[src/rtl/instr_src_pkg.sv]
// Shared mode encoding and default constants for the instruction source controller.
package instr_src_pkg;

  localparam int unsigned MODE_W = 2;

  localparam logic [MODE_W-1:0] MODE_MANUAL = 2'b00;
  localparam logic [MODE_W-1:0] MODE_RUN    = 2'b01;
  localparam logic [MODE_W-1:0] MODE_STEP   = 2'b10;

  localparam int unsigned DEFAULT_DEBOUNCE_CYCLES = 1000000;

  // The unused encoding 2'b11 is treated as MANUAL.
  function automatic logic [MODE_W-1:0] decodeMode(input logic [MODE_W-1:0] m);
    return (m == MODE_RUN || m == MODE_STEP) ? m : MODE_MANUAL;
  endfunction

  function automatic logic [MODE_W-1:0] nextMode(input logic [MODE_W-1:0] m);
    case (decodeMode(m))
      MODE_MANUAL: return MODE_RUN;
      MODE_RUN:    return MODE_STEP;
      default:     return MODE_MANUAL;
    endcase
  endfunction

endpackage

[src/rtl/debounce_edge.sv]
// Button conditioner: 2-FF synchroniser, stability counter and a one-cycle rising-edge pulse.
module debounce_edge
  import instr_src_pkg::*;
#(
  parameter int unsigned DEBOUNCE_CYCLES = DEFAULT_DEBOUNCE_CYCLES
) (
  input  logic clk,
  input  logic reset,
  input  logic btn_raw,
  output logic level,
  output logic rise
);

  localparam int unsigned CntWidth = (DEBOUNCE_CYCLES > 1) ? $clog2(DEBOUNCE_CYCLES) : 1;
  localparam logic [CntWidth-1:0] CntLast = CntWidth'(DEBOUNCE_CYCLES - 1);

  logic [1:0]          syncQ;
  logic [CntWidth-1:0] cntQ, cntD;
  logic                levelQ, levelD;
  logic                riseQ, riseD;

  // The counter holds how many consecutive cycles the synchronised level has disagreed.
  always_comb begin
    cntD   = cntQ;
    levelD = levelQ;
    riseD  = 1'b0;
    if (syncQ[1] != levelQ) begin
      if (cntQ == CntLast) begin
        levelD = syncQ[1];
        cntD   = '0;
        riseD  = syncQ[1];
      end else begin
        cntD = cntQ + 1'b1;
      end
    end else begin
      cntD = '0;
    end
  end

  always_ff @(posedge clk) begin
    if (reset) begin
      syncQ  <= '0;
      cntQ   <= '0;
      levelQ <= 1'b0;
      riseQ  <= 1'b0;
    end else begin
      syncQ  <= {syncQ[0], btn_raw};
      cntQ   <= cntD;
      levelQ <= levelD;
      riseQ  <= riseD;
    end
  end

  assign level = levelQ;
  assign rise  = riseQ;

endmodule

[src/rtl/instr_source_ctrl.sv]
// Selects ROM or switch instructions for the CPU and gates its clock enable
// according to the MANUAL / RUN / STEP mode.
module instr_source_ctrl
  import instr_src_pkg::*;
#(
  parameter int unsigned DATA_W          = 16,
  parameter int unsigned DEBOUNCE_CYCLES = DEFAULT_DEBOUNCE_CYCLES,
  parameter int unsigned CNT_W           = 16
) (
  input  logic              clk,
  input  logic              reset,
  input  logic              mode_btn,
  input  logic              step_btn,
  input  logic [DATA_W-1:0] switches,
  input  logic [DATA_W-1:0] rom_data,
  output logic [DATA_W-1:0] instruction,
  output logic              cpu_en,
  output logic [MODE_W-1:0] mode,
  output logic [CNT_W-1:0]  exec_count
);

  logic modeLevel, modeRiseRaw, modeRise;
  logic stepLevel, stepRiseRaw, stepRise;

  debounce_edge #(
    .DEBOUNCE_CYCLES(DEBOUNCE_CYCLES)
  ) u_modeDebounce (
    .clk    (clk),
    .reset  (reset),
    .btn_raw(mode_btn),
    .level  (modeLevel),
    .rise   (modeRiseRaw)
  );

  debounce_edge #(
    .DEBOUNCE_CYCLES(DEBOUNCE_CYCLES)
  ) u_stepDebounce (
    .clk    (clk),
    .reset  (reset),
    .btn_raw(step_btn),
    .level  (stepLevel),
    .rise   (stepRiseRaw)
  );

  // A rise is only ever issued together with an accepted high level.
  assign modeRise = modeRiseRaw & modeLevel;
  assign stepRise = stepRiseRaw & stepLevel;

  logic [MODE_W-1:0] modeQ, modeD, curMode;
  logic [DATA_W-1:0] instrRegQ, instrRegD;
  logic              stepPulseQ, stepPulseD;
  logic [CNT_W-1:0]  execCountQ, execCountD;

  assign curMode = decodeMode(modeQ);

  // A mode press takes priority; a simultaneous step press is dropped.
  always_comb begin
    modeD      = curMode;
    instrRegD  = instrRegQ;
    stepPulseD = 1'b0;
    execCountD = execCountQ;
    if (cpu_en) begin
      execCountD = execCountQ + 1'b1;
    end
    if (modeRise) begin
      modeD = nextMode(curMode);
    end else if (stepRise) begin
      case (curMode)
        MODE_MANUAL: begin
          instrRegD  = switches;
          stepPulseD = 1'b1;
        end
        MODE_STEP: stepPulseD = 1'b1;
        default:   stepPulseD = 1'b0;
      endcase
    end
  end

  always_ff @(posedge clk) begin
    if (reset) begin
      modeQ      <= MODE_MANUAL;
      instrRegQ  <= '0;
      stepPulseQ <= 1'b0;
      execCountQ <= '0;
    end else begin
      modeQ      <= modeD;
      instrRegQ  <= instrRegD;
      stepPulseQ <= stepPulseD;
      execCountQ <= execCountD;
    end
  end

  always_comb begin
    cpu_en      = !reset && ((curMode == MODE_RUN) || stepPulseQ);
    instruction = (curMode == MODE_MANUAL) ? instrRegQ : rom_data;
  end

  assign mode       = curMode;
  assign exec_count = execCountQ;

endmodule

[config.mk]
export PLATFORM = sky130hd
export DESIGN_NAME = instr_source_ctrl
export DESIGN_NICKNAME = d
export VERILOG_FILES = /design/src/rtl/instr_src_pkg.sv /design/src/rtl/debounce_edge.sv /design/src/rtl/instr_source_ctrl.sv
export SDC_FILE = /design/constraint.sdc
export NUM_CORES = 1
export LEC_CHECK = 0
export CORE_MARGIN = 2
export CORE_UTILIZATION = 47
export DETAILED_ROUTE_END_ITERATION = 10
export GPL_TIMING_DRIVEN = 0
export PLACE_DENSITY = 0.76
export SLEW_MARGIN = 5
export SYNTH_ARGS = -nofsm -noshare
export SYNTH_HDL_FRONTEND = slang
export SYNTH_SLANG_ARGS = --single-unit
[constraint.sdc]
create_clock -name clk -period 2.45 [get_ports clk]
set_clock_uncertainty 0.05 [all_clocks]
set_input_delay 0.735 -clock clk [delete_from_list [all_inputs] [get_ports clk]]
set_output_delay 0.735 -clock clk [all_outputs]
set_load 0.01 [all_outputs]
==> qor.tcl <==
set qor(outcome) {complete, no violations}
set qor(layout_cell_share_with_drive_strength_beyond_1) 0.130
set qor(coreArea_sq_um) 7730
set qor(period_needed_ns) 2.44
set qor(timing_hold_violations_final) 0
set qor(leak_nw) 1.68
set qor(critPathBufInv) 3
set qor(vias_per_cell) 5.52
set qor(clockRootBuffer) {clkbuf_8}
set qor(synth-warning-count) 0
set qor(yosys.area.top_type) {dfxtp_1}
set qor(hold_path_class) {register to register}
set qor(floorplan.io_pins) 71
set qor(final_cells) 624
set qor(multi_input_area_sq_um) 2060
set qor(synthArstFlopShare) 0
set qor(detailedPlacementHpwl_um) 6550
set qor(power.density_cell_area_nw_per_um2) 512
set qor(die_height_um) 93.1
set qor(timing_worst_setup_path_type) {register to primary output}
set qor(grt_first_pass_wirelength_um) 15100
set qor(clk-insertion-delay-late_ns) 0.35
set qor(place.detailed.instances) 603
set qor(critPathLaunchType) {register}
set qor(drt_first_pass_iters) 4
set qor(dr_total_vias) 3443
set qor(p_switching_mw) 0.550
set qor(synth.ff_latch_count) 83
set qor(sequential_share_of_the_synthesized_area) 0.445
set qor(number_of_synthesized_flops_with_an_enable_pin) 0
set qor(final.setup.worst_slack_ns) 0.00918
set qor(antenna_left) 0
set qor(finish.net_count) 559
set qor(postLayoutCoreUtil) 0.642
set qor(diodes) 0
set qor(fmax_mhz) 410
set qor(avgSynthCellArea_sq_um) 8.67
set qor(pin_count_of_the_biggest_net_entering_global_routing) 16
set qor(cts_tree) {yes}
set qor(timing_max_transition_violations_final) 0
set qor(final_min_period_over_clock_period) 0.996
set qor(most_numerous_cell_types_in_the_synthesized_netlist) {dfxtp_1, nand2_1, a21oi_1, nor2_1, nand3_1}
set qor(ctsHtreeMaxLevel) 3
set qor(grt_setup_unrepaired) {true}
set qor(worst_setup_hold_path_clk_slew_ns) 0.08
set qor(worst-endpoint-arrival_ns) 1.66
set qor(buffer_ports.inserted) 70
set qor(synth_ff_type) {dfxtp_1}
set qor(antenna_found_initial) 0
set qor(path_max_fanout) 5
set qor(die_x_um) 93.1
set qor(synthesis.instances) 431
set qor(netSwitchingFraction) 0.217
set qor(postRouteWirelength_um) 9380
set qor(drv.max_cap_violation_count) 0
set qor(grt_pass1_vias) 3257
set qor(finalSetupTns_ns) 0
set qor(cp_data_required_time_ns) 1.66
set qor(share_comb_of_total_power) 0.034
set qor(clock_power_share) 0.432
set qor(setup.worst_path.end_class) {primary output}
set qor(setup_viol) 0
set qor(timing_worst_slew_pin_value_ns) 0.687
set qor(worst_path_largest_cell_delay_ns) 0.35
set qor(detailedRoute.firstIterationViolations) 190
set qor(detail_route.drc_violations) 0
set qor(tritoncts_num_sinks) 83
set qor(worst_ir_drop_vdd_mv) 0.310
set qor(syn-cell-area_sq_um) 3730
set qor(timing.critical_path.cells) {inv_2 > ha_4 > clkbuf_16 > mux2_4 > buf_6}
set qor(setup.reg_to_reg.worst_slack_ns) 0.20
set qor(crit_family) {flip-flops}
set qor(place_congestion) 0.812
set qor(holdWs_ns) 0.394
set qor(slowest_stage) {dfxtp_2}
set qor(overflow_left_after_global_routing) 0
set qor(grt_use_total) 0.218
set qor(synth_most_common_cell) {dfxtp_1}
set qor(post_drt_wl_per_cell_um) 15.0
set qor(num_rows) 32
set qor(synth_top_cell_area_share) 0.445
set qor(starting_density) 0.483
set qor(seq_area_sq_um) 1660
set qor(syn_nets) 473
set qor(dpl_worst_slack_ns) -0.739
set qor(nFillCells) 641
set qor(clk_path_buf_depth) 2
set qor(synthTopCellsByArea) {dfxtp_1, a21oi_1, nand2_1}
set qor(post_synth_num_cell_types) 34
set qor(timing.slew.headroom) 0.539
set qor(power.internal_mw) 1.99
set qor(dieArea_sq_um) 8680
set qor(cts_inserted_buffers) 9
set qor(power.share.sequential) 0.533
set qor(syn2layout_area_growth_pct) 32.9
[routing by layer]
layer | vias up | track usage | wire length [um] | part of all wire
li1 | 1716 | - | - | -
met1 | 1637 | 0.272 | 4250 | 0.45
met4 | 0 | 0.0907 | 224 | 0.024
met5 | - | 0 | 0 | 0
met3 | 20 | 0.0427 | 303 | 0.032
met2 | 70 | 0.367 | 4610 | 0.49
[registers in the layout, indices dropped and copies added, names as in the netlist]
name                  cells
u_stepDebounce.level      1
exec_count               16
u_modeDebounce.cntQ      20
u_modeDebounce.level      1
u_stepDebounce.cntQ      20
u_stepDebounce.syncQ      2
u_modeDebounce.rise       1
u_stepDebounce.rise       1
u_modeDebounce.syncQ      2
instrRegQ                16
modeQ                     2
stepPulseQ                1
[layout by cell type (no fill, tap or decap), types with 5 or more instances in the layout]
cell type / Yosys / layout
and4_1: 6 / 6
or4_1: 12 / 12
xnor2_1: 13 / 13
a21oi_1: 42 / 42
o31ai_1: 11 / 11
clkbuf_8: 0 / 9
nand4_1: 18 / 18
clkdlybuf4s50_1: 0 / 53
inv_1: 6 / 5
and3_1: 8 / 8
nor2_1: 37 / 37
or3_1: 11 / 11
and2_1: 5 / 5
buf_6: 1 / 16
mux2_4: 0 / 15
nand2_1: 53 / 53
nand3_1: 24 / 24
o21ai_0: 15 / 15
xor2_1: 18 / 18
clkbuf_1: 16 / 12
dfxtp_1: 83 / 82
[power by group through the flow]
| stage | sequential, mW | clock [mW] | combinational [mW] |
|---|---|---|---|
| global route | 1.35 | 1.16 | 0.0937 |
| global placement | 1.39 | 0 | 0.0837 |
| CTS | 1.35 | 1.11 | 0.0870 |
| detailed placement | 1.39 | 0 | 0.0854 |
| floorplan | 1.39 | 0 | 0.0206 |
| finish | 1.35 | 1.10 | 0.0874 |
[per-stage QoR]
step	area (sq um)	total power, mW
final	4960	2.54
after floorplan	3740	1.41
after global placement	4560	1.47
after detailed placement	4560	1.47
after global routing	4960	2.61
after CTS	4930	2.55
[final timing paths]
path / end / cells past startpoint / startpoint
worst max-delay path: instruction[14] / 5 / modeQ[0]
worst min-delay path: u_modeDebounce.syncQ[1] / 1 / u_modeDebounce.syncQ[0]
worst max register to register: u_modeDebounce.cntQ[3] / 6 / u_modeDebounce.cntQ[0]
worst min register to register: u_modeDebounce.syncQ[1] / 1 / u_modeDebounce.syncQ[0]
[logic make-up after synthesis]
family | Yosys count | share of synthesized area
buffers and inverters | 23 | 0.0251
adder cells (fa/ha/maj) | 6 | 0.0201
XOR/XNOR | 31 | 0.0727
multiplexers | 16 | 0.0482
AO/OA/AOI/OAI | 71 | 0.106
flip-flops | 83 | 0.445
AND/OR/NAND/NOR | 201 | 0.283
[layout make-up]
class | instances | area share
Buffer | 16 | 0.0184
Tap cell | 102 | 0.0257
Timing Repair Buffer | 76 | 0.155
Sequential cell | 83 | 0.335
Multi-Input combinational cell | 325 | 0.416
Clock inverter | 7 | 0.0202
Inverter | 6 | 0.00454
Clock buffer | 9 | 0.0250
[timing repair]
item / in CTS / in global routing
hold endpoints to repair: 0 / 0
hold buffers: 0 / 0
endpoints found under the setup margin: 34 / 27
pin swaps: 1 / 1
gates resized for setup: 101 / 13
setup buffers: 5 / 0
gates cloned: 1 / 0
(Power assumes the default switching activity.)
